==> src/rtl/dpe_mux_scheduler_if.sv <==
// Handshake bundle between the DPE mux scheduler and its surroundings:
// configuration, per-input requests, muxed-output monitor taps, pause and grant.
interface dpe_mux_scheduler_if #(
    parameter int N_PORTS  = 5,
    parameter int WEIGHT_W = 4
);
    localparam int IDX_W = (N_PORTS > 1) ? $clog2(N_PORTS) : 1;

    logic [N_PORTS-1:0]          cfg_en;
    logic [N_PORTS*WEIGHT_W-1:0] cfg_weight;
    logic [N_PORTS-1:0]          req;
    logic                        mon_tvalid;
    logic                        mon_tready;
    logic                        mon_tlast;
    logic                        pause;
    logic                        paused;
    logic [N_PORTS-1:0]          grant;
    logic [IDX_W-1:0]            grant_idx;
    logic                        grant_valid;
    logic                        err_oversize;

    modport master (
        output cfg_en, cfg_weight, req, mon_tvalid, mon_tready, mon_tlast, pause,
        input  paused, grant, grant_idx, grant_valid, err_oversize
    );

    modport slave (
        input  cfg_en, cfg_weight, req, mon_tvalid, mon_tready, mon_tlast, pause,
        output paused, grant, grant_idx, grant_valid, err_oversize
    );
endinterface

==> src/rtl/dpe_mux_scheduler.sv <==
// Weighted round-robin packet scheduler for the 5:1 DPE stream mux: grants whole
// tlast-bounded packets, quiesces on pause at packet boundaries, flags runaway packets.
module dpe_mux_scheduler #(
    parameter int N_PORTS   = 5,
    parameter int WEIGHT_W  = 4,
    parameter int MAX_BEATS = 1024
) (
    input logic                clk,
    input logic                rst,
    dpe_mux_scheduler_if.slave bus
);
    localparam int IDX_W  = (N_PORTS > 1) ? $clog2(N_PORTS) : 1;
    localparam int BEAT_W = $clog2(MAX_BEATS + 2);

    localparam logic [1:0] S_RELOAD = 2'd0;
    localparam logic [1:0] S_ARB    = 2'd1;
    localparam logic [1:0] S_XFER   = 2'd2;
    localparam logic [1:0] S_PAUSED = 2'd3;

    logic [1:0]          state;
    logic [WEIGHT_W-1:0] credit [N_PORTS];
    logic [IDX_W-1:0]    ptr;
    logic [BEAT_W-1:0]   beat_cnt;
    logic [N_PORTS-1:0]  grant_r;
    logic [IDX_W-1:0]    grant_idx_r;
    logic                paused_r;
    logic                err_r;

    logic                beat;
    logic [N_PORTS-1:0]  eligible;
    logic                any_req;
    logic [IDX_W-1:0]    scan_idx [N_PORTS];
    logic                pick_found;
    logic [IDX_W-1:0]    pick_idx;
    logic [IDX_W-1:0]    ptr_next;

    // A zero weight still earns one packet per round.
    function automatic logic [WEIGHT_W-1:0] weight_floor1(input logic [WEIGHT_W-1:0] w);
        return (w == '0) ? WEIGHT_W'(1) : w;
    endfunction

    function automatic logic [BEAT_W-1:0] sat_inc(input logic [BEAT_W-1:0] v);
        return (v == BEAT_W'(MAX_BEATS + 1)) ? v : v + BEAT_W'(1);
    endfunction

    assign beat     = bus.mon_tvalid & bus.mon_tready;
    assign any_req  = |(bus.req & bus.cfg_en);
    assign ptr_next = (grant_idx_r == IDX_W'(N_PORTS - 1)) ? '0 : grant_idx_r + IDX_W'(1);

    always_comb begin
        for (int i = 0; i < N_PORTS; i++) begin
            eligible[i] = bus.req[i] & bus.cfg_en[i] & (credit[i] != '0);
        end
    end

    // Scan descends so the port closest to ptr (lowest offset) is the one kept.
    always_comb begin
        pick_found = 1'b0;
        pick_idx   = '0;
        for (int o = 0; o < N_PORTS; o++) begin
            scan_idx[o] = IDX_W'((int'(ptr) + o) % N_PORTS);
        end
        for (int o = N_PORTS - 1; o >= 0; o--) begin
            if (eligible[scan_idx[o]]) begin
                pick_found = 1'b1;
                pick_idx   = scan_idx[o];
            end
        end
    end

    always_ff @(posedge clk) begin
        if (!rst) begin
            state       <= S_RELOAD;
            ptr         <= '0;
            beat_cnt    <= '0;
            grant_r     <= '0;
            grant_idx_r <= '0;
            paused_r    <= 1'b0;
            err_r       <= 1'b0;
            for (int i = 0; i < N_PORTS; i++) begin
                credit[i] <= '0;
            end
        end else begin
            err_r <= 1'b0;
            case (state)
                S_RELOAD: begin
                    for (int i = 0; i < N_PORTS; i++) begin
                        credit[i] <= weight_floor1(bus.cfg_weight[i*WEIGHT_W +: WEIGHT_W]);
                    end
                    state <= bus.pause ? S_PAUSED : S_ARB;
                end
                S_ARB: begin
                    if (bus.pause) begin
                        state <= S_PAUSED;
                    end else if (pick_found) begin
                        grant_r     <= N_PORTS'(1) << pick_idx;
                        grant_idx_r <= pick_idx;
                        state       <= S_XFER;
                    end else if (any_req) begin
                        state <= S_RELOAD;
                    end
                end
                // Grant is frozen here; only the muxed handshake moves the FSM.
                S_XFER: begin
                    if (beat) begin
                        if (beat_cnt == BEAT_W'(MAX_BEATS)) begin
                            err_r <= 1'b1;
                        end
                        if (bus.mon_tlast) begin
                            credit[grant_idx_r] <= credit[grant_idx_r] - WEIGHT_W'(1);
                            ptr      <= ptr_next;
                            beat_cnt <= '0;
                            grant_r  <= '0;
                            state    <= bus.pause ? S_PAUSED : S_ARB;
                        end else begin
                            beat_cnt <= sat_inc(beat_cnt);
                        end
                    end
                end
                S_PAUSED: begin
                    if (!bus.pause) begin
                        paused_r <= 1'b0;
                        state    <= S_ARB;
                    end else begin
                        paused_r <= 1'b1;
                    end
                end
                default: state <= S_RELOAD;
            endcase
        end
    end

    assign bus.grant        = grant_r;
    assign bus.grant_idx    = grant_idx_r;
    assign bus.grant_valid  = |grant_r;
    assign bus.paused       = paused_r;
    assign bus.err_oversize = err_r;
endmodule

==> src/flat_wrapper.sv <==
// flat-port wrapper written by rule: the top's interface ports become plain ports
module dpe_mux_scheduler_flat 
#(
    parameter int N_PORTS   = 5,
    parameter int WEIGHT_W  = 4,
    parameter int MAX_BEATS = 1024
)
  (clk, rst, bus_cfg_en, bus_cfg_weight, bus_req, bus_mon_tvalid, bus_mon_tready, bus_mon_tlast, bus_pause, bus_paused, bus_grant, bus_grant_idx, bus_grant_valid, bus_err_oversize);
  dpe_mux_scheduler_if #(.N_PORTS(N_PORTS), .WEIGHT_W(WEIGHT_W)) bus_i ();
  input logic clk;
  input logic rst;
  input wire logic [$bits(bus_i.cfg_en)-1:0] bus_cfg_en;
  input wire logic [$bits(bus_i.cfg_weight)-1:0] bus_cfg_weight;
  input wire logic [$bits(bus_i.req)-1:0] bus_req;
  input wire logic [$bits(bus_i.mon_tvalid)-1:0] bus_mon_tvalid;
  input wire logic [$bits(bus_i.mon_tready)-1:0] bus_mon_tready;
  input wire logic [$bits(bus_i.mon_tlast)-1:0] bus_mon_tlast;
  input wire logic [$bits(bus_i.pause)-1:0] bus_pause;
  output wire logic [$bits(bus_i.paused)-1:0] bus_paused;
  output wire logic [$bits(bus_i.grant)-1:0] bus_grant;
  output wire logic [$bits(bus_i.grant_idx)-1:0] bus_grant_idx;
  output wire logic [$bits(bus_i.grant_valid)-1:0] bus_grant_valid;
  output wire logic [$bits(bus_i.err_oversize)-1:0] bus_err_oversize;
  assign bus_i.cfg_en = bus_cfg_en;
  assign bus_i.cfg_weight = bus_cfg_weight;
  assign bus_i.req = bus_req;
  assign bus_i.mon_tvalid = bus_mon_tvalid;
  assign bus_i.mon_tready = bus_mon_tready;
  assign bus_i.mon_tlast = bus_mon_tlast;
  assign bus_i.pause = bus_pause;
  assign bus_paused = bus_i.paused;
  assign bus_grant = bus_i.grant;
  assign bus_grant_idx = bus_i.grant_idx;
  assign bus_grant_valid = bus_i.grant_valid;
  assign bus_err_oversize = bus_i.err_oversize;
  dpe_mux_scheduler #(.N_PORTS(N_PORTS), .WEIGHT_W(WEIGHT_W), .MAX_BEATS(MAX_BEATS)) u_core (.clk(clk), .rst(rst), .bus(bus_i));
endmodule
==> config.mk <==
export PLATFORM = sky130hd
export DESIGN_NAME = dpe_mux_scheduler_flat
export DESIGN_NICKNAME = d
export VERILOG_FILES = /design/src/rtl/dpe_mux_scheduler_if.sv /design/src/rtl/dpe_mux_scheduler.sv /design/src/flat_wrapper.sv
export SDC_FILE = /design/constraint.sdc
export NUM_CORES = 1
export LEC_CHECK = 0
export CAP_MARGIN = 20
export CELL_PAD_IN_SITES_DETAIL_PLACEMENT = 1
export CELL_PAD_IN_SITES_GLOBAL_PLACEMENT = 2
export CORE_MARGIN = 3
export CORE_UTILIZATION = 36
export CTS_CLUSTER_SIZE = 12
export DETAILED_ROUTE_END_ITERATION = 16
export GPL_ROUTABILITY_DRIVEN = 0
export PLACE_DENSITY = 0.87
export SETUP_SLACK_MARGIN = 0.4
export SLEW_MARGIN = 20
export SYNTH_ARGS = -nofsm -noshare
export SYNTH_HDL_FRONTEND = slang
export SYNTH_SLANG_ARGS = --single-unit
==> constraint.sdc <==
create_clock -name clk -period 4.77 [get_ports clk]
set_input_delay 0.477 -clock clk [delete_from_list [all_inputs] [get_ports clk]]
set_output_delay 0.477 -clock clk [all_outputs]
set_load 0.005 [all_outputs]
### After elaboration in Yosys (flattened, before gate mapping)

Memories as Yosys holds them, arrays and structs flattened. A register that Yosys moved wholly into a read port is not among the register bits.
Cells that the tools add are included.

| storage, ports and cells | value |
|---|---|
| input port bits | 36 |
| output and inout bits | 11 |
| memories | 1 |
| word-level logic and storage cells | 140 |
| bits in writable memories | 20 |
| register bits | 26 |

| cells by class | value |
|---|---|
| mux-type cells | 62 |
| shift operators | 1 |
| order comparisons | 5 |
| divide/modulo/power cells | 5 |
| bitwise logic cells | 18 |
| reductions and logical operators | 21 |
| equal/unequal tests | 13 |
| add/sub/neg operators | 7 |

Memory list:

| name | depth | bits a word | rd ports | clocked after memory_dff | write ports | line | RTL |
|---|---|---|---|---|---|---|---|
| u_core.credit | 5 | 4 | 6 | 1 | 5 | dpe_mux_scheduler.sv:21 | `logic [WEIGHT_W-1:0] credit [N_PORTS];` |

Operator list:

| operator | count |
|---|---|
| 32-bit by 4-bit modulo with 32-bit output, second input constant | 4 |
| 4-bit 2-to-1 mux | 11 |
| 4-bit by 4-bit modulo with 32-bit output, second input constant | 1 |
| 3-bit 2-to-1 mux | 9 |
| 11-bit equality test, second input constant | 2 |
| 1-bit 2-to-1 mux | 22 |
| 11-bit 2-to-1 mux | 2 |
| 4-bit zero test | 5 |
| 3-bit by 4-bit less-than comparator with 1-bit output, second input constant | 5 |
| 5-bit 2-to-1 mux | 4 |
| 4-bit nonzero test | 5 |
| 1-bit binary-select mux with 3-bit select | 5 |
| 2-bit 2-to-1 mux | 7 |
| 3-bit AND reduction | 4 |
| 11-bit by 1-bit adder with 11-bit output, second input constant | 1 |
| 1-bit bitwise AND | 11 |
| 5-bit one-hot mux with 2 select lines | 1 |
| 5-bit OR reduction | 2 |
| 3-bit by 2-bit adder with 4-bit output, second input constant | 2 |
| 2-bit inequality test, second input constant | 4 |
| 2-bit one-hot mux with 4 select lines | 1 |
| 5-bit bitwise AND | 1 |
| 1-bit OR | 5 |
| 5-bit AND reduction | 1 |
| 15 further kinds | 17 |

### Longest topological paths before layout

Gate-level depths: netlist (run 1).
An unclocked memory read counts as a cell.

| logic depth | value |
|---|---|
| word-level depth | 14 |
| depth in mapped cells | 19 |
| depth with buffers taken out | 17 |

### Least setup slack after synthesis (run 1)

No wires, ideal clock.

| timing path | value |
|---|---|
| kind | reg-to-reg |
| start | register u_core.ptr[1] |
| end | register u_core.grant_r[3], in the netlist u_core.bus.grant[3] |
| slack | 0.471 ns |
| stages on the path, launching flop included | 17 |
| data arrival time | 4.182 ns |
| period minus slack after synthesis | 4.299 ns |
| cells stage by stage | dfxtp_1 clkbuf_1 inv_1 ha_1 buf_2 inv_1 buf_2 ha_1 nor3_4 o221ai_2 o211a_1 or2_4 o2111a_1 a211oi_4 nor4_1 or4_4 a32o_1 |

| on the way | value |
|---|---|
| word-level cells in the longest chain between the ends | 13 |
| elaborated cells on any way between the ends | 35 |
| classes of those cells | 4 x add/sub; 5 x div; 1 x eq/ne; 1 x shift; 23 x mux; 1 x reduce/logical |

RTL lines:

| what | line | RTL |
|---|---|---|
| start, declared | dpe_mux_scheduler.sv:22 | `logic [IDX_W-1:0] ptr;` |
| start signal, assigned | dpe_mux_scheduler.sv:111 | `ptr <= ptr_next;` |
| 3-bit by 3-bit adder with 4-bit output | dpe_mux_scheduler.sv:61 | `scan_idx[o] = IDX_W'((int'(ptr) + o) % N_PORTS);` |
| 32-bit by 4-bit modulo with 32-bit output | dpe_mux_scheduler.sv:61 |  |
| 1-bit binary-select mux with 3-bit select | dpe_mux_scheduler.sv:64 | `if (eligible[scan_idx[o]]) begin` |
| 1-bit 2-to-1 mux (implied by the code) | dpe_mux_scheduler.sv:64 |  |
| 3-bit 2-to-1 mux (5 in a row) | dpe_mux_scheduler.sv:64 |  |
| 1-bit by 3-bit left shift with 5-bit output | dpe_mux_scheduler.sv:96 | `grant_r <= N_PORTS'(1) << pick_idx;` |
| 5-bit 2-to-1 mux | dpe_mux_scheduler.sv:95 | `end else if (pick_found) begin` |
| 5-bit 2-to-1 mux | dpe_mux_scheduler.sv:93 | `if (bus.pause) begin` |
| 5-bit one-hot mux with 2 select lines | dpe_mux_scheduler.sv:85 | `case (state)` |
| end signal, assigned | dpe_mux_scheduler.sv:96 |  |
| end, declared | dpe_mux_scheduler.sv:24 | `logic [N_PORTS-1:0] grant_r;` |

Several ways; a longest one is shown, not always the timed one. The select of a mux whose other input is x is not followed.
A chain may end at the register's enable or synchronous reset.

### Worst setup path after layout (run 1)

| timing path | value |
|---|---|
| start | register u_core.ptr[0] |
| end | register u_core.grant_r[3], in the netlist u_core.bus.grant[3] |

Same word-level chain as after synthesis.

==> results.md, run 1 <==
* Status: completed
* Most common cell after layout, fill and taps aside: clkdlybuf4s50_1
* Avg Inst Size Synth at 9.337 sq um
* Final setup fails at 0
* Via Count at 3984
* Rows at 40
* Fillers at 1416
* Yosys warnings at 0
* Met1 Usage GRT at 0.2324
* PortBufs at 46
* TritonCTS clock tree: yes
* Hold Path Class: reg -> reg
* Part of the cycle the worst path needs at 0.8817
* Syn Std Cell Area at 4501 sq um
* Worst-Margin Slew at 0.9701 ns
* Critical Path RT at 4.99 ns
* Pin count of the biggest net entering global routing at 22
* Critical Path Start Type: flip-flop
* EDFF count, synth at 32
* Initial antenna violation count at 0
* Vias per cell at 5.675
* CTS Buf Count at 9
* Die area at 13880 sq um
* Post-Layout Cell Count at 702
* Max-cap violations at 0
* WHS at 0.4895 ns
* Clk Latency, worst-skew pair at 0.33 ns
* Root buffer cell: clkbuf_16
* CTS Sinks at 61
* Clock transition at path regs at 0.05 ns
* Drt first-iter violations at 199
* Data arrival, critical path at 4.42 ns
* Antenna cells at 0
* Fin nets at 591
* DRT Wirelength at 12.90 mm
* Sequential group share of total power at 0.406
* Slew HR at 0.3504
* Crit path buf inv count at 4
* Final Hold Viols at 0
* Htree depth at 3
* Gate power share at 0.184
* Area of the core at 12110 sq um
* Cell variety after synth at 80
* Peak VDD IR at 0.2307 mV
* Pleak at 2.002 nW
* RSZ-0062 raised after global routing: no
* Setup CP Type: reg -> reg
* Clock Skews at 0.003815 ns
* Syn Nets at 544
* GR Util met3 at 0.02739
* Largest delay share family, worst path: compound AO/OA/AOI/OAI gates
* # DRC at 0
* Worst-path cell chain: inv_4 -> ha_1 -> inv_1 -> ha_1 -> inv_1 -> ha_1 -> inv_1 -> ha_1 -> nor2b_1 -> o221ai_2 -> o211a_1 -> or2_4 -> o2111a_1 -> a211oi_4 -> nor4_1 -> or4_4 -> a32o_1
* Crit-path max cell delay at 0.52 ns
* Critical Path Sink Type: flip-flop
* Primary FF master, synth: edfxtp_1
* Initial core utilization at 0.3716
* Sw Ratio at 0.2687
* Vias in the first global route at 4083
* Grt ovf at 0
* GRT Total Usage at 0.1864
* Layout cells sized above 1 at 0.1330
* Most used cell, CP: ha_1
* Die W at 117.8 um
* M2 GR Usage at 0.3227
* Pwr Total at 1.520 mW
* Max Root-Sink Buffers at 2
* Final min period at 4.206 ns
* Int Pwr at 1.112 mW
* Fmax at 237.8 MHz
* Die height at 117.8 um
* Slew Viols, Final at 0
* Remaining antenna violation count at 0
* Synth Instances at 482
* First-pass GRT wire length at 20.91 mm
* Ys async rst share at 0
* Clock share of power at 0.410
* Area Growth Syn to Fin at 21.55%
* Yosys reg bits at 61
* Wire per inst at 18.37 um
* GRT Max-Usage Layer: met2
* Commonest non-fill, non-tap cells in the layout: clkdlybuf4s50_1, nand2_1, nor2_1, edfxtp_1, dfxtp_1
* Cells after DPL at 685
* Setup TNS Final at 0 ns
* Io pins at 47
* Slowest-stage cell, CP: or4_4
* Pwr Density at 277.9 nW/um^2
* Max FO, Critical Path at 11
* P_sw at 0.4085 mW
* DRT Pass-1 Iters at 4
* Register area share after synthesis at 0.3425
* Hpwl dp at 10.38 mm
## cells in the mapped netlist, types with 11 or more instances
library cell / n / share of area
a21oi_1: 15 / 0.017
dfxtp_1: 29 / 0.13
edfxtp_1: 32 / 0.21
ha_1: 26 / 0.072
inv_1: 22 / 0.018
mux2i_1: 13 / 0.029
nand2_1: 42 / 0.035
nand3_1: 14 / 0.016
nor2_1: 36 / 0.030
nor2b_1: 11 / 0.015
nor3_1: 25 / 0.028
o211ai_1: 11 / 0.018
o21ai_0: 26 / 0.029
xnor2_1: 11 / 0.021
## layer usage
layer / up-vias / wire (um)
li1: 1920 / -
met1: 1950 / 5678
met2: 90 / 6397
met3: 24 / 461
met4: 0 / 357
met5: - / 0
## power by group through the flow
stage,registers [mW],clock network [mW],logic (mW)
after floorplan,0.615,0,0.178
after global placement,0.626,0,0.267
after detailed placement,0.628,0,0.278
after CTS,0.618,0.635,0.279
after global routing,0.621,0.662,0.305
final,0.618,0.623,0.280
## metrics by stage
step | area, sq um | utilization | setup WS [ns]
6_report | 5470 | 0.4517 | 0.5643
3_3_place_gp | 5136 | 0.4241 | 0.6285
5_1_grt | 5470 | 0.4517 | 0.3798
4_1_cts | 5428 | 0.4481 | 0.4263
3_5_place_dp | 5136 | 0.4241 | 0.4819
2_1_floorplan | 4501 | - | 0.4707
## registers in the layout (all words and copies together) (netlist names), named ones only
register                 flops
u_core.credit               32
u_core.beat_cnt             11
u_core.bus.grant             5
u_core.bus.grant_idx         3
u_core.ptr                   3
u_core.state                 2
u_core.bus.err_oversize      1
u_core.bus.paused            1
## path summary, 6_finish.rpt
check | start | to | slack, ns | depth (start not counted)
worst min-delay path | u_core.bus.paused | u_core.bus.paused | 0.49 | 2
worst min register to register | u_core.bus.paused | u_core.bus.paused | 0.49 | 2
worst max-delay path | u_core.ptr[0] | u_core.bus.grant[3] | 0.56 | 17
worst max register to register | u_core.ptr[0] | u_core.bus.grant[3] | 0.56 | 17
## final cells by class
type | instances | area [sq um] | share of cell area
timing repair buffer | 53 | 513.0 | 0.09378
sequential | 61 | 1544 | 0.2823
multi-input combinational | 380 | 2819 | 0.5153
clock buffer | 9 | 225.2 | 0.04117
inverter | 24 | 92.59 | 0.01693
clock inverter | 7 | 66.31 | 0.01212
tap | 168 | 210.2 | 0.03843
## what timing repair did
| item | 4_1_cts | 5_1_grt |
|---|---|---|
| gates resized for setup | 0 | 9 |
| setup buffers | 0 | 1 |
| endpoints found under the hold margin | 0 | 0 |
| hold buffers | 0 | 0 |
| endpoints found under the setup margin | 0 | 12 |
## cells by family after synthesis
logic type                 after synthesis  share of synthesized area
and+or+nand+nor                        195                     0.2316
AOI/OAI and AO/OA                      117                     0.2007
DFF                                     61                     0.3425
buffers and inverters                   41                    0.03892
adders and majority gates               26                    0.07228
muxes                                   24                    0.07895
xor gates and xnor gates                18                    0.03503
## worst reg2reg max path: cells and delay by family, from the launching register on
kind	cells	cell delay (ns)
simple gates	4	1.11
flops	1	0.44
fa+ha+maj	4	0.93
buf+inv	4	0.36
compound gates	5	1.27
No activity file was read; power rests on OpenSTA's default activity.
==> run 2: changes to the inputs <==
--- a/config.mk
+++ b/config.mk
@@ -13,7 +13,7 @@
 export CTS_CLUSTER_SIZE = 12
 export DETAILED_ROUTE_END_ITERATION = 16
 export GPL_ROUTABILITY_DRIVEN = 0
-export PLACE_DENSITY = 0.87
+export PLACE_DENSITY_LB_ADDON = 0.1
 export SETUP_SLACK_MARGIN = 0.4
 export SLEW_MARGIN = 20
 export SYNTH_ARGS = -nofsm -noshare
==> results.md, run 2 (synthesis gave the netlist of run 1 again) <==
* # DRC at 0 (unchanged)
* Hpwl dp at 10.68 mm (was 10.38 mm)
* DRT Wirelength at 13.40 mm (was 12.90 mm)
* Drt first-iter violations at 203 (was 199)
* Slew Viols, Final at 0 (unchanged)
* Final setup fails at 0 (unchanged)
* DRT Pass-1 Iters at 4 (unchanged)
* Crit path buf inv count at 4 (unchanged)
* Slew HR at 0.4736 (was 0.3504)
* Htree depth at 3 (unchanged)
* Final Hold Viols at 0 (unchanged)
* TritonCTS clock tree: yes (unchanged)
* Remaining antenna violation count at 0 (unchanged)
* PortBufs at 46 (unchanged)
* Layout cells sized above 1 at 0.1479 (was 0.1330)
* Initial antenna violation count at 0 (unchanged)
* Grt ovf at 0 (unchanged)
* Via Count at 3928 (was 3984)
* Slowest-stage cell, CP: or4b_2 (was or4_4)
* Root buffer cell: clkbuf_16 (unchanged)
* Rows at 40 (unchanged)
* Die area at 13880 sq um (unchanged)
* Antenna cells at 0 (unchanged)
* Critical Path RT at 4.98 ns (was 4.99 ns)
* GRT Total Usage at 0.1914 (was 0.1864)
* Hold Path Class: reg -> reg (unchanged)
* Commonest non-fill, non-tap cells in the layout: clkdlybuf4s50_1, nand2_1, nor2_1, edfxtp_1 (was clkdlybuf4s50_1, nand2_1, nor2_1, edfxtp_1, dfxtp_1)
* Max Root-Sink Buffers at 2 (unchanged)
* Crit-path max cell delay at 0.68 ns (was 0.52 ns)
* Pwr Density at 277.4 nW/um^2 (was 277.9 nW/um^2)
* Io pins at 47 (unchanged)
* Fmax at 241.2 MHz (was 237.8 MHz)
* Worst-Margin Slew at 0.7839 ns (was 0.9701 ns)
* Critical Path Start Type: flip-flop (unchanged)
* Peak VDD IR at 0.1706 mV (was 0.2307 mV)
* Place WS at 0.2548 ns (was 0.4819 ns)
* Data arrival, critical path at 4.36 ns (was 4.42 ns)
* Most used cell, CP: ha_1 (unchanged)
* Fin nets at 598 (was 591)
* Vias in the first global route at 4089 (was 4083)
* Max FO, Critical Path at 7 (was 11)
* Area Growth Syn to Fin at 23.77% (was 21.55%)
* Wire per inst at 18.90 um (was 18.37 um)
* Initial core utilization at 0.3716 (unchanged)
* Pin count of the biggest net entering global routing at 22 (unchanged)
* Max-cap violations at 0 (unchanged)
* Critical Path Sink Type: flip-flop (unchanged)
* Area of the core at 12110 sq um (unchanged)
* Most flop-heavy register: u_core.credit (unchanged)
* Final setup margin at 0.6244 ns (was 0.5643 ns)
* Die W at 117.8 um (unchanged)
* Vias per cell at 5.540 (was 5.675)
* Clock Skews at 0.007038 ns (was 0.003815 ns)
* Max FFs per register at 32 (unchanged)
* CTS Sinks at 61 (unchanged)
* Largest delay share family, worst path: simple AND/OR/NAND/NOR gates (was compound AO/OA/AOI/OAI gates)
* Most common cell after layout, fill and taps aside: clkdlybuf4s50_1 (unchanged)
* Part of the cycle the worst path needs at 0.8691 (was 0.8817)
* Clk Latency, worst-skew pair at 0.33 ns (about the same)
* Util after Layout at 0.4599 (was 0.4517)
* CTS Buf Count at 9 (unchanged)
* Worst-path cell chain: clkinvlp_4 -> ha_1 -> inv_1 -> ha_1 -> inv_1 -> ha_1 -> inv_1 -> ha_1 -> nor2b_1 -> o21a_1 -> a41oi_1 -> or4b_2 -> nand4_1 -> nor4_1 -> or4_4 -> a32o_1 (was inv_4 -> ha_1 -> inv_1 -> ha_1 -> inv_1 -> ha_1 -> inv_1 -> ha_1 -> nor2b_1 -> o221ai_2 -> o211a_1 -> or2_4 -> o2111a_1 -> a211oi_4 -> nor4_1 -> or4_4 -> a32o_1)
* Setup CP Type: reg -> reg (unchanged)
* First-pass GRT wire length at 21.33 mm (was 20.91 mm)
* Status: completed (unchanged)
* Setup TNS Final at 0 ns (unchanged)
* Pleak at 2.061 nW (was 2.002 nW)
* Die height at 117.8 um (unchanged)
* RSZ-0062 raised after global routing: no (unchanged)
* Clock transition at path regs at 0.06 ns (was 0.05 ns)
* Pwr Total at 1.545 mW (was 1.520 mW)
* Final min period at 4.146 ns (was 4.206 ns)
run 2: layout make-up:
class                           instances  area (sq um)
Clock inverter                          4         46.29
Fill cell                            1402          6541
Clock buffer                           12         246.5
Inverter                               24         96.34
Timing Repair Buffer                   60         578.1
Tap cell                              168         210.2
Sequential cell                        61          1548
Multi-Input combinational cell        380          2845
run 2: metal layers:
| metal | part of all wire | global-route usage | up-vias |
|---|---|---|---|
| met5 | 0 | 0 | - |
| met4 | 0.022 | 0.07106 | 0 |
| met3 | 0.030 | 0.02595 | 19 |
| met2 | 0.52 | 0.3503 | 74 |
| met1 | 0.42 | 0.2273 | 1903 |
| li1 | - | - | 1932 |
run 2: path summary, 6_finish.rpt:
| path | start | to | slack, ns | cells past startpoint |
|---|---|---|---|---|
| worst max-delay path | u_core.ptr[1] | u_core.bus.grant[3] | 0.62 | 16 |
| worst min-delay path | u_core.bus.paused | u_core.bus.paused | 0.49 | 2 |
| worst max register to register | u_core.ptr[1] | u_core.bus.grant[3] | 0.62 | 16 |
| worst min register to register | u_core.bus.paused | u_core.bus.paused | 0.49 | 2 |
run 2: power by group:
group / total, mW / internal (mW) / switching, mW
Clock: 0.642 / 0.417 / 0.225
Sequential: 0.619 / 0.592 / 0.0260
Combinational: 0.284 / 0.125 / 0.159
Total: 1.54 / 1.13 / 0.410
run 2: repair_timing:
action	in CTS	in global routing
setup endpoints to repair	12	12
hold buffers	0	0
setup buffers	3	5
pin swaps	1	2
gates resized for setup	2	13
run 2: worst min-delay path: stages (launching register included):
cell	delay [ns]
dfxtp_1	0.31
nand2_1	0.05
a21boi_0	0.07
run 2: stage by stage:
step | std cells | hold slack, ns | cell area (sq um)
2_1_floorplan | 482 | 0.4599 | 4501
3_3_place_gp | 685 | 0.4737 | 5136
3_5_place_dp | 685 | 0.4888 | 5136
4_1_cts | 704 | 0.4992 | 5479
5_1_grt | 709 | 0.5172 | 5570
6_report | 709 | 0.4895 | 5570
